==> config.mk <==
export PLATFORM = sky130hd
export DESIGN_NAME = npu_seq_ctrl
export DESIGN_NICKNAME = d
export VERILOG_FILES = /design/src/rtl/npu_seq_ctrl.sv
export SDC_FILE = /design/constraint.sdc
export NUM_CORES = 1
export LEC_CHECK = 0
export BUFFER_PORTS_ARGS = -buffer_cell sky130_fd_sc_hd__buf_2
export CAP_MARGIN = 40
export CORE_UTILIZATION = 45
export DETAILED_ROUTE_END_ITERATION = 10
export PLACE_DENSITY_LB_ADDON = 0.08
export SLEW_MARGIN = 20
export SYNTH_ARGS = -nofsm -noshare
export SYNTH_HDL_FRONTEND = slang
export SYNTH_SLANG_ARGS = --single-unit
==> constraint.sdc <==
create_clock -name CLKEXT -period 4.4 [get_ports CLKEXT]
set_input_delay 0.44 -clock CLKEXT [delete_from_list [all_inputs] [get_ports CLKEXT]]
set_output_delay 0.44 -clock CLKEXT [all_outputs]
set_load 0.01 [all_outputs]
==> src/rtl/npu_seq_ctrl.sv <==
// npu_seq_ctrl: layer-pass sequencer for the NPU datapath.
// Drives buffer, MAC, ReLU, PISO and output FIFO strobes from START.
module npu_seq_ctrl #(
    parameter int PISO_BYTES = 8,
    parameter int ACC_W      = 8
) (
    input  logic             CLKEXT,
    input  logic             RST_GLO,
    input  logic             START,
    input  logic             ABORT,
    input  logic [ACC_W-1:0] NUM_ACC,
    input  logic             IN_VALID,
    input  logic             FULL,
    output logic             IN_READY,
    output logic             EN_BUF_IN,
    output logic             CLR_BUF_IN,
    output logic             EN_MAC,
    output logic             RST_MAC,
    output logic             EN_ReLU,
    output logic             EN_PISO_OUT,
    output logic             CLR_PISO_OUT,
    output logic             SHIFT_OUT,
    output logic             WR_EN,
    output logic             BUSY,
    output logic             OUT_DONE,
    output logic [ACC_W-1:0] CTR_OUT
);

    typedef enum logic [3:0] {
        S_IDLE,
        S_CLR,
        S_LOAD,
        S_DRAIN,
        S_RELU,
        S_CAPT,
        S_SHIFT,
        S_DONE,
        S_ABRT
    } state_t;

    localparam logic [ACC_W-1:0] LAST_BYTE = ACC_W'(PISO_BYTES - 1);

    state_t           r_state;
    logic [ACC_W-1:0] r_cnt;
    logic [ACC_W-1:0] r_acc_n;
    logic             r_en_mac;

    logic w_abort;
    logic w_load;
    logic w_write;

    // ABORT only matters while a pass is actually in flight
    always_comb begin
        w_abort = 1'b0;
        unique case (r_state)
            S_CLR, S_LOAD, S_DRAIN, S_RELU,
            S_CAPT, S_SHIFT: w_abort = ABORT;
            default:         w_abort = 1'b0;
        endcase
    end

    assign w_load  = (r_state == S_LOAD) & IN_VALID;
    assign w_write = (r_state == S_SHIFT) & ~FULL;

    // State, counters and the one-cycle EN_MAC delay flop
    always_ff @(posedge CLKEXT) begin
        if (RST_GLO) begin
            r_state  <= S_IDLE;
            r_cnt    <= '0;
            r_acc_n  <= '0;
            r_en_mac <= 1'b0;
        end else begin
            r_en_mac <= w_load & ~w_abort;
            if (w_abort) begin
                r_state <= S_ABRT;
            end else begin
                unique case (r_state)
                    S_IDLE: begin
                        if (START) begin
                            r_state <= S_CLR;
                            r_acc_n <= NUM_ACC;
                            r_cnt   <= '0;
                        end
                    end
                    S_CLR: begin
                        r_state <= (r_acc_n != '0) ? S_LOAD : S_RELU;
                    end
                    S_LOAD: begin
                        if (IN_VALID) begin
                            r_cnt <= r_cnt + 1'b1;
                            if (r_cnt == r_acc_n - 1'b1)
                                r_state <= S_DRAIN;
                        end
                    end
                    S_DRAIN: r_state <= S_RELU;
                    S_RELU:  r_state <= S_CAPT;
                    S_CAPT: begin
                        r_cnt   <= '0;
                        r_state <= S_SHIFT;
                    end
                    S_SHIFT: begin
                        if (!FULL) begin
                            r_cnt <= r_cnt + 1'b1;
                            if (r_cnt == LAST_BYTE)
                                r_state <= S_DONE;
                        end
                    end
                    S_DONE:  r_state <= S_IDLE;
                    S_ABRT:  r_state <= S_IDLE;
                    default: r_state <= S_IDLE;
                endcase
            end
        end
    end

    // Moore strobe decode; EN_BUF_IN and WR_EN/SHIFT_OUT are input-qualified
    always_comb begin
        IN_READY     = (r_state == S_LOAD);
        EN_BUF_IN    = w_load;
        CLR_BUF_IN   = (r_state == S_CLR) | (r_state == S_ABRT);
        RST_MAC      = (r_state == S_CLR) | (r_state == S_ABRT);
        CLR_PISO_OUT = (r_state == S_CLR) | (r_state == S_ABRT);
        EN_ReLU      = (r_state == S_RELU);
        EN_PISO_OUT  = (r_state == S_CAPT);
        SHIFT_OUT    = w_write;
        WR_EN        = w_write;
        BUSY         = (r_state != S_IDLE);
        OUT_DONE     = (r_state == S_DONE);
        EN_MAC       = r_en_mac;
        CTR_OUT      = r_cnt;
    end

endmodule
==> metrics.md, run 1 <==
| Metric | Value |
|---|---|
| Ys flop type | dfxtp_1 |
| Buf/Inv on CP | 2 |
| Full die area | 0.003105 mm2 |
| Synth Cell Area | 0.001299 mm2 |
| Clock root buffer | clkbuf_4 |
| Worst slew pin tran | 719.9 ps |
| First-pass GRT wire length | 4.974 mm |
| Fraction of layout instances using a drive strength above 1 | 22.35% |
| Max Cap Violations | 0 |
| Dpl ws | 2254 ps |
| Post-route ant nets | 0 |
| DR vias | 1,171 |
| Critical R2R Capture | CTR_OUT[7] |
| Core area | 0.002734 mm2 |
| Total grt overflow | 0 |
| Crit path cell chain | nand2b_1 > nor3_1 > nand2_1 > inv_1 > buf_2 |
| Area leader, netlist | dfxtp_1 |
| H-tree levels | 1 |
| Leak | 0.6611 nW |
| Crit Path Class | register to primary output |
| Met2 WL | 1.333 mm |
| Unique masters post-synth | 41 |
| Reg-to-reg slack, setup | 2190 ps |
| Crit path max-delay family | simple AND/OR/NAND/NOR gates |
| Period utilization | 55.36% |
| Per-cell routed wire length | 13.43 um |
| Longest Clk Path Bufs | 2 |
| Outcome | finished clean |
| CTS sink cnt | 21 |
| Post-Synthesis Net Count | 168 |
| Peak supply drop | 0.3810 mV |
| PD cells | 525.4 mW/mm2 |
| Hold Path Sink | r_acc_n[3] |
| Final-report hold violation count | 0 |
| Most frequent cells in the layout | 33 x buf_2, 21 x dfxtp_1, 21 x nor2_1 |
| # setup viols final | 0 |
| I/O pin cnt | 34 |
| NumNets Final | 196 |
| Post-cts sizing count | 0 |
| Worst-Skew Late Latency | 320 ps |
| Top cell type's share of synthesized area | 32.37% |
| Initial antenna violation count | 0 |
| Port buffer count | 33 |
| Slowest-stage cell, CP | dfxtp_1 |
| Ys Warns | 0 |
| Final GP Congestion | 0.7916 |
| Area contributors post-synth | dfxtp_1 32%, mux2i_1 6.2%, nor2_1 6.1% |
| Register area share after synthesis | 32.37% |
| RSZ-0062 raised after global routing | false |
| GRT Total Usage | 19.94% |
| Worst r2r src | r_state[1] |
| Post-synth EDFFs | 0 |
| Die Ht | 55.72 um |
| Slew Limit Fails | 0 |
| Worst hold path class | input pin to register |
| Startpoint types | register |
| Slew HR | 51.78% |
| Clock Skews | 3.826 ps |
| Fmax achieved | 0.4106 GHz |
| Min Tclk post-route | 2436 ps |
| Num CTS Buffers | 3 |
| DRT Pass-1 Iters | 4 |
| CP max FO | 15 |
| Wire length on met3 | 105 um |
| Reg clk slew, reported paths | 120 ps |
| Hold Path Stages | 3 |
| Syn_area_per_cell | 8.544 um2 |
| CP endpoint kind | primary output |
| Crit path DAT | 2000 ps |
| Syn Inst Count | 152 |
| Met1 wire length | 1.332 mm |
| Setup TNS | 0 ps |
| Initial DRC Count | 31 |
| DPL Wire Length | 2.111 mm |
| Vias in the first global route | 1,106 |
| HP Start | NUM_ACC[3] |
| Synth Register Bits | 21 |
| # Post-CTS Setup Buffers | 0 |
| Detailed-route vias per instance | 5.576 |
| Most common cell after layout, fill and taps aside | buf_2 |
| Drc violations | 0 |
| Area added between synthesis and finish | 14.07% |
| Cts hold-fix bufs | 0 |
| Setup WS post-layout | 1964 ps |
| Die Width | 55.72 um |
| CTS tree | yes |
| Async S/R FF share, synth | 0% |
| Largest net degree at the start of global routing | 16 |
| CP peak stage delay | 630 ps |
| WP data required | 3960 ps |
| DRT Wirelength | 2.820 mm |
| Initial core utilization | 47.51% |
| Max layer used | met4 |
| Length in cells of the worst reg-to-reg path | 5 |
| Std-Cell Rows | 19 |
| Antenna cells | 0 |
## area by class of cell
| cell class | instances | area, um2 |
|---|---|---|
| fillers | 273 | 1252 |
| clock inverters | 1 | 5.005 |
| flip-flops and latches | 21 | 420.4 |
| repair buffers | 33 | 165.2 |
| well taps | 31 | 38.79 |
| inverters | 6 | 22.52 |
| multi-input cells | 115 | 807.0 |
| clock buffers | 3 | 22.52 |
## metrics by stage
step                util (%)  power [W]  cell area [um2]  cells  hold slack (ps)
finish                 54.19  0.0007783             1481    210            346.5
global route           54.19  0.0008481             1481    210            351.6
CTS                    54.19  0.0007841             1481    210            337.5
detailed placement     53.18  0.0006859             1454    206            546.4
global placement       53.18  0.0006752             1454    206            530.8
floorplan                  -  0.0006027             1299    152            509.5
## power breakdown
group | total [W] | internal (W) | switching [W]
logic | 0.000386 | 0.000180 | 0.000206
clock network | 0.0000974 | 0.0000341 | 0.0000633
registers | 0.000294 | 0.000224 | 0.0000709
## how the worst max path moves through the flow
stage                           from          to  slack (ps)  depth (start not counted)
after floorplan                START  CTR_OUT[7]        2600                          5
after global placement    r_state[1]  CTR_OUT[7]        2340                          5
after detailed placement  r_state[1]  CTR_OUT[7]        2250                          5
after CTS                 r_state[1]   EN_BUF_IN        1950                          5
after global routing      r_state[1]   EN_BUF_IN        1750                          5
final                     r_state[1]   EN_BUF_IN        1960                          5
## cell usage after synthesis (all sizes together), types with 4 or more instances
cell    count
and3        4
buf         4
clkbuf      6
dfxtp      21
inv         6
mux2i       8
nand2       4
nand3       7
nor2       21
nor3        8
xnor2       9
xor2        8
## registers in the layout, indices dropped and copies added, names as in the netlist
register,flops
CTR_OUT,8
EN_MAC,1
r_acc_n,8
r_state,4
## cell families (layout without fill, tap and decap cells)
kind of cell / after synthesis / count (layout) / share of synthesized area (%)
multiplexers: 8 / 8 / 6.166
flip-flops: 21 / 21 / 32.37
buffers and inverters: 16 / 43 / 5.491
AO/OA/AOI/OAI: 22 / 22 / 13.78
adder cells (fa/ha/maj): 2 / 2 / 1.926
XOR/XNOR: 17 / 17 / 11.46
AND/OR/NAND/NOR: 66 / 66 / 28.81
## tightest hold or removal path: stages
cell and delay, ps:
buf_2 70, mux2i_1 50, nor2_1 70
## per-layer routing
layer  global-route usage, %  vias to the layer above
met5                       0                        -
met4                   8.214                        0
met3                   3.023                        5
met2                   33.73                       24
met1                   25.25                      538
li1                        -                      604
Note: power is estimated with default switching activity, not from simulation.
==> run 2, diff against run 1 <==
- clock period: 4.4 -> 2.1 ns (I/O delays scaled with it)
==> run 2 against run 1 <==
Utilization grew 2.1 points. Critical endpoint is now CTR_OUT[7]. Non-clock buffer count grew 7. Sequential share of layout area decreased by 1.0 points. Combinational power increased by 140%. Critical path type is now register to register. Count of clock-buffer cells in the layout increased by 1. Sequential power grew 94%. Die area unchanged. Design area grew 3.8%. Power up 120%.
==> metrics.md, run 2 (synthesis gave the netlist of run 1 again) <==
| Metric | Value |
|---|---|
| Startpoint types | register (unchanged) |
| HP Start | NUM_ACC[5] (was NUM_ACC[3]) |
| H-tree levels | 1 (unchanged) |
| Antenna cells | 0 (unchanged) |
| Final GP Congestion | 0.8407 (was 0.7916) |
| Outcome | finished clean (unchanged) |
| Std-Cell Rows | 19 (unchanged) |
| GRT Total Usage | 20.13% (was 19.94%) |
| Area added between synthesis and finish | 18.40% (was 14.07%) |
| CP endpoint kind | register (was primary output) |
| Setup TNS | 0 ps (unchanged) |
| Psw | 0.0007069 W (was 0.0003402 W) |
| Port buffer count | 33 (unchanged) |
| Worst hold path class | input pin to register (unchanged) |
| Final-report hold violation count | 0 (unchanged) |
| DRT Wirelength | 2.845 mm (was 2.820 mm) |
| DPL Wire Length | 2.164 mm (was 2.111 mm) |
| FF+latch area | 420.4 um2 (unchanged) |
| Fraction of layout instances using a drive strength above 1 | 25.27% (was 22.35%) |
| Clock root buffer | clkbuf_4 (unchanged) |
| First-pass GRT wire length | 5.043 mm (was 4.974 mm) |
| Crit Path Class | register to register (was register to primary output) |
| Slew Limit Fails | 0 (unchanged) |
| Cts hold-fix bufs | 0 (unchanged) |
| Num CTS Buffers | 3 (unchanged) |
| Post-cts sizing count | 0 (unchanged) |
| Crit path DAT | 2180 ps (was 2000 ps) |
| Hold Path Stages | 3 (unchanged) |
| Die Width | 55.72 um (unchanged) |
| NumNets Final | 203 (was 196) |
| RSZ-0062 raised after global routing | false (unchanged) |
| Per-cell routed wire length | 13.11 um (was 13.43 um) |
| Clock Skews | 4.694 ps (was 3.826 ps) |
| CP max FO | 9 (was 15) |
| Vias in the first global route | 1,203 (was 1,106) |
| Combinational power share | 54.9% (was 49.7%) |
| Multi-input gate area | 812.0 um2 (was 807.0 um2) |
| Max Cap Violations | 0 (unchanged) |
| DRT Pass-1 Iters | 4 (unchanged) |
| Min Tclk post-route | 1947 ps |
| Pint | 0.0009737 W (was 0.0004381 W) |
| Initial core utilization | 47.51% (unchanged) |
| CTS sink cnt | 21 (unchanged) |
| Full die area | 0.003105 mm2 (unchanged) |
| DR vias | 1,225 (was 1,171) |
| Hold Path Sink | r_acc_n[5] (was r_acc_n[3]) |
| Reg clk slew, reported paths | 110 ps (was 120 ps) |
| Most common cell after layout, fill and taps aside | buf_2 (unchanged) |
| Critical R2R Capture | CTR_OUT[7] (unchanged) |
| Slew HR | 67.38% (was 51.78%) |
| Final Total Pwr | 0.001681 W (was 0.0007783 W) |
| Fillers | 279 (was 273) |
| Sequential power share | 33.9% (was 37.8%) |
| Longest Clk Path Bufs | 2 (unchanged) |
| Period utilization | 92.70% |
| I/O pin cnt | 34 (unchanged) |
| WP data required | 2340 ps (was 3960 ps) |
| Largest net degree at the start of global routing | 13 (was 16) |
| # Post-CTS Setup Buffers | 0 (unchanged) |
| # setup viols final | 0 (unchanged) |
| Worst-Skew Late Latency | 300 ps (was 320 ps) |
| Post-route ant nets | 0 (unchanged) |
| Peak supply drop | 0.7181 mV (was 0.3810 mV) |
| Initial DRC Count | 41 (was 31) |
| Die Ht | 55.72 um (unchanged) |
| Length in cells of the worst reg-to-reg path | 5 (unchanged) |
| Detailed-route vias per instance | 5.645 (was 5.576) |
| Worst r2r src | r_state[0] (was r_state[1]) |
| Core area | 0.002734 mm2 (unchanged) |
| Clk pwr share | 11.2% (was 12.5%) |
| Initial antenna violation count | 0 (unchanged) |
| CTS tree | yes (unchanged) |
| PD cells | 1093 mW/mm2 (was 525.4 mW/mm2) |
| Drc violations | 0 (unchanged) |
| Reg-to-reg slack, setup | 150 ps (was 2190 ps) |
| Fmax achieved | 0.5137 GHz |
| Most frequent cells in the layout | 33 x buf_2, 21 x dfxtp_1, 21 x nor2_1 (unchanged) |
| Total grt overflow | 0 (unchanged) |
| Sw Share | 42.06% (was 43.71%) |
| Leak | 0.6976 nW (was 0.6611 nW) |
| Worst slew pin tran | 476.9 ps (was 719.9 ps) |
## run 2: cell count changes in the layout (fill, tap and decap cells not counted), sizes merged
cell / before / now
buf: 33 / 40
clkbuf: 3 / 4
clkinv: 1 / 0
## run 2: final cells by class
type                       instances  share of cell area [%]
multi-input combinational        115                   52.81
sequential                        21                   27.34
timing repair buffer              40                   14.16
tap                               31                   2.522
clock buffer                       4                   1.709
inverter                           6                   1.465
## run 2: worst max-delay path, cell delays in order (launching register included)
cell and delay [ps]:
dfxtp_1 400, or4b_4 580, o311ai_4 150, nand2_4 100
or4_1 510, a21oi_1 150
## run 2: worst max-delay path by stage
stage	start	end
6_report	r_state[0]	CTR_OUT[7]
5_1_grt	r_state[1]	CTR_OUT[7]
4_1_cts	r_state[1]	EN_BUF_IN
3_5_place_dp	r_state[0]	CTR_OUT[7]
3_3_place_gp	r_state[0]	CTR_OUT[7]
2_1_floorplan	r_state[0]	CTR_OUT[7]
## run 2: power by group through the flow
stage | registers, W | clock network (W) | logic (W)
2_1_floorplan | 0.000550 | 0 | 0.000712
3_3_place_gp | 0.000574 | 0 | 0.000899
3_5_place_dp | 0.000578 | 0 | 0.000920
4_1_cts | 0.000568 | 0.000202 | 0.000924
5_1_grt | 0.000585 | 0.000220 | 0.00103
6_report | 0.000569 | 0.000189 | 0.000923
## run 2: routing by layer
layer	up-vias	wire length (um)	global-route usage, %
met5	-	0	0
met4	0	26	8.571
met3	4	86	3.023
met2	19	1409	35.80
met1	578	1322	23.94
li1	624	-	-
## run 2: metrics by stage
step	area (um2)	util (%)	hold slack, ps	instances	worst slack [ps]
after floorplan	1299	-	353.1	152	331.8
after detailed placement	1506	55.10	445.3	213	168.3
after CTS	1533	56.06	120.4	217	58.86
final	1538	56.25	133.3	217	153.3
after global routing	1538	56.25	129.4	217	31.71
after global placement	1506	55.10	437.0	213	243.2
==> run 3, diff against run 2 <==
- ABC_AREA: default -> 1
==> run 3 against run 2 <==
Global-route usage grew 0.068 points. Utilization down 2.4 points. Critical endpoint is now EN_BUF_IN. Die area increased by 9.1%. Wire length up 9.7%. Sequential share of layout area down 1.6 points. Synthesized cell count increased by 44%. Combinational power grew 34%. Via count grew 14%.
==> metrics.md, run 3 <==
| Metric | Value |
|---|---|
| Outcome | finished clean (unchanged) |
| Syn_area_per_cell | 6.490 um2 (was 8.544 um2) |
| Peak supply drop | 0.5945 mV (was 0.7181 mV) |
| Final hold slack | 153.3 ps (was 133.3 ps) |
| WP data required | 1890 ps (was 2340 ps) |
| Port buffer count | 33 (unchanged) |
| Fmax achieved | 0.5865 GHz (was 0.5137 GHz) |
| Die Ht | 58.20 um (was 55.72 um) |
| Period utilization | 81.19% (was 92.70%) |
| Wire length on met3 | 136 um (was 86 um) |
| # setup viols final | 0 (unchanged) |
| I/O pin cnt | 34 (unchanged) |
| Top cell type's share of synthesized area | 29.58% (was 32.37%) |
| Post-route ant nets | 0 (unchanged) |
| Unique masters post-synth | 32 (was 41) |
| CP peak stage delay | 390 ps (was 580 ps) |
| Dpl ws | 521.0 ps (was 168.3 ps) |
| Multi-input gate area | 858.3 um2 (was 812.0 um2) |
| Longest Clk Path Bufs | 2 (unchanged) |
| # Post-CTS Setup Buffers | 0 (unchanged) |
| CTS tree | yes (unchanged) |
| Worst slew pin tran | 352.2 ps (was 476.9 ps) |
| Initial antenna violation count | 0 (unchanged) |
| Buf/Inv on CP | 2 (was 0) |
| Max Cap Violations | 0 (unchanged) |
| Leak | 0.7967 nW (was 0.6976 nW) |
| Min Tclk post-route | 1705 ps (was 1947 ps) |
| Fillers | 332 (was 279) |
| Largest net degree at the start of global routing | 13 (unchanged) |
| Per-cell routed wire length | 10.65 um (was 13.11 um) |
| H-tree levels | 1 (unchanged) |
| Crit Path Class | register to primary output (was register to register) |
| Initial core utilization | 46.94% (was 47.51%) |
| Crit path max-delay family | simple AND/OR/NAND/NOR gates (unchanged) |
| Fin area | 0.001630 mm2 (was 0.001538 mm2) |
| Slew Limit Fails | 0 (unchanged) |
| Most frequent cell after synthesis | nand2_1 |
| DRT Wirelength | 3.121 mm (was 2.845 mm) |
| DPL Wire Length | 2.507 mm (was 2.164 mm) |
| DR vias | 1,399 (was 1,225) |
| Final Total Pwr | 0.002041 W (was 0.001681 W) |
| Full die area | 0.003387 mm2 (was 0.003105 mm2) |
| Setup WS post-layout | 395.0 ps (was 153.3 ps) |
| RSZ-0062 raised after global routing | false (unchanged) |
| Area leader, netlist | dfxtp_1 (unchanged) |
| Met1 wire length | 1.568 mm (was 1.322 mm) |
| Die Width | 58.20 um (was 55.72 um) |
| GRT Total Usage | 20.20% (was 20.13%) |
| Drc violations | 0 (unchanged) |
| Crit path DAT | 1500 ps (was 2180 ps) |
| Register area share after synthesis | 29.58% (was 32.37%) |
| Vias in the first global route | 1,222 (was 1,203) |
| Setup TNS | 0 ps (unchanged) |
| Post-cts sizing count | 0 (unchanged) |
| Startpoint types | register (unchanged) |
| Most frequent CP cell | nor2_2 |
| Async S/R FF share, synth | 0% (unchanged) |
| Most common cell after layout, fill and taps aside | nand2_1 (was buf_2) |
| Met2 WL | 1.396 mm (was 1.409 mm) |
| Post-synth EDFFs | 0 (unchanged) |
| Crit path cell chain | nor2_2 > nand2_4 > nor2_2 > inv_1 > nor2_1 > buf_2 (was or4b_4 > o311ai_4 > nand2_4 > or4_1 > a21oi_1) |
| Reg clk slew, reported paths | 130 ps (was 110 ps) |
| CP endpoint kind | primary output (was register) |
| Ys flop type | dfxtp_1 (unchanged) |
| Std-Cell Rows | 20 (was 19) |
| Antenna cells | 0 (unchanged) |
| NumNets Final | 266 (was 203) |
| Max layer used | met4 (unchanged) |
| Cts hold-fix bufs | 0 (unchanged) |
| PD cells | 1252 mW/mm2 (was 1093 mW/mm2) |
| Area contributors post-synth | dfxtp_1 30%, nand2_1 13%, nor2_1 8.7% (was dfxtp_1 32%, mux2i_1 6.2%, nor2_1 6.1%) |
| Placed Instance Area | 0.001603 mm2 (was 0.001506 mm2) |
| Area added between synthesis and finish | 14.70% (was 18.40%) |
| Most frequent cells in the layout | 51 x nand2_1, 33 x nor2_1, 33 x buf_2 (was 33 x buf_2, 21 x dfxtp_1, 21 x nor2_1) |
| Final-report hold violation count | 0 (unchanged) |
| Initial DRC Count | 55 (was 41) |
| DRT Pass-1 Iters | 4 (unchanged) |
| Syn Inst Count | 219 (was 152) |
| Synth Cell Area | 0.001421 mm2 (was 0.001299 mm2) |
| Synth cell count leaders | 51 x nand2_1, 33 x nor2_1, 21 x dfxtp_1, 21 x inv_1, 17 x nand3_1 (was 21 x dfxtp_1, 21 x nor2_1, 9 x xnor2_1) |
| Ys Warns | 0 (unchanged) |
| Detailed-route vias per instance | 4.775 (was 5.645) |
| Synth Register Bits | 21 (unchanged) |
| CP max FO | 5 (was 9) |
| Core area | 0.003028 mm2 (was 0.002734 mm2) |
| Clock root buffer | clkbuf_4 (unchanged) |
| Num CTS Buffers | 3 (unchanged) |
| Worst hold path class | input pin to register (unchanged) |
| Worst-Skew Late Latency | 310 ps (was 300 ps) |
| Slowest-stage cell, CP | dfxtp_1 (was or4b_4) |
| Fraction of layout instances using a drive strength above 1 | 23.69% (was 25.27%) |
| CTS sink cnt | 21 (unchanged) |
| Clock Skews | 3.528 ps (was 4.694 ps) |
| Total grt overflow | 0 (unchanged) |
| Slew HR | 76.32% (was 67.38%) |
| Post-Synthesis Net Count | 235 (was 168) |
| FF+latch area | 420.4 um2 (unchanged) |
| Final GP Congestion | 0.8442 (was 0.8407) |
| First-pass GRT wire length | 5.347 mm (was 5.043 mm) |
## run 3: power breakdown
part	switching (W)	internal, W	total (W)
sequential	0.000107	0.000486	0.000592
combinational	0.000790	0.000454	0.00124
clock	0.000134	0.0000712	0.000205
## run 3: worst paths after layout
path	from	to	slack (ps)	depth (start not counted)
max	r_state[0]	EN_BUF_IN	390	6
max reg2reg	r_acc_n[0]	r_state[0]	490	12
min	NUM_ACC[6]	r_acc_n[6]	150	3
min reg2reg	r_acc_n[6]	r_acc_n[6]	490	2
## run 3: cell families after synthesis
| logic type | count (synthesis) | share of synthesized area (%) |
|---|---|---|
| compound gates | 26 | 10.65 |
| fa+ha+maj | 2 | 1.760 |
| buf+inv | 34 | 10.04 |
| flops | 21 | 29.58 |
| simple gates | 125 | 41.20 |
| xor+xnor | 11 | 6.779 |
## run 3: layout make-up
type | instances | area share, %
Clock inverter | 1 | 0.3070
Timing Repair Buffer | 33 | 10.13
Inverter | 27 | 6.370
Tap cell | 44 | 3.377
Clock buffer | 3 | 1.381
Sequential cell | 21 | 25.79
Multi-Input combinational cell | 164 | 52.65
## run 3: metrics by stage
step | cells | util (%)
after floorplan | 219 | -
after global placement | 289 | 52.93
after detailed placement | 289 | 52.93
after CTS | 293 | 53.84
after global routing | 293 | 53.84
final | 293 | 53.84
## run 3: tightest hold or removal path: cells and delay by family
kind                   cells  cell delay (ps)
AND/OR/NAND/NOR            1               70
buffers and inverters      1              100
AO/OA/AOI/OAI              1               60
## run 3: metal layers
layer / global-route usage, % / up-vias
met5: 0 / -
met4: 4.082 / 0
met3: 4.241 / 2
met2: 32.35 / 34
met1: 28.08 / 615
li1: - / 748
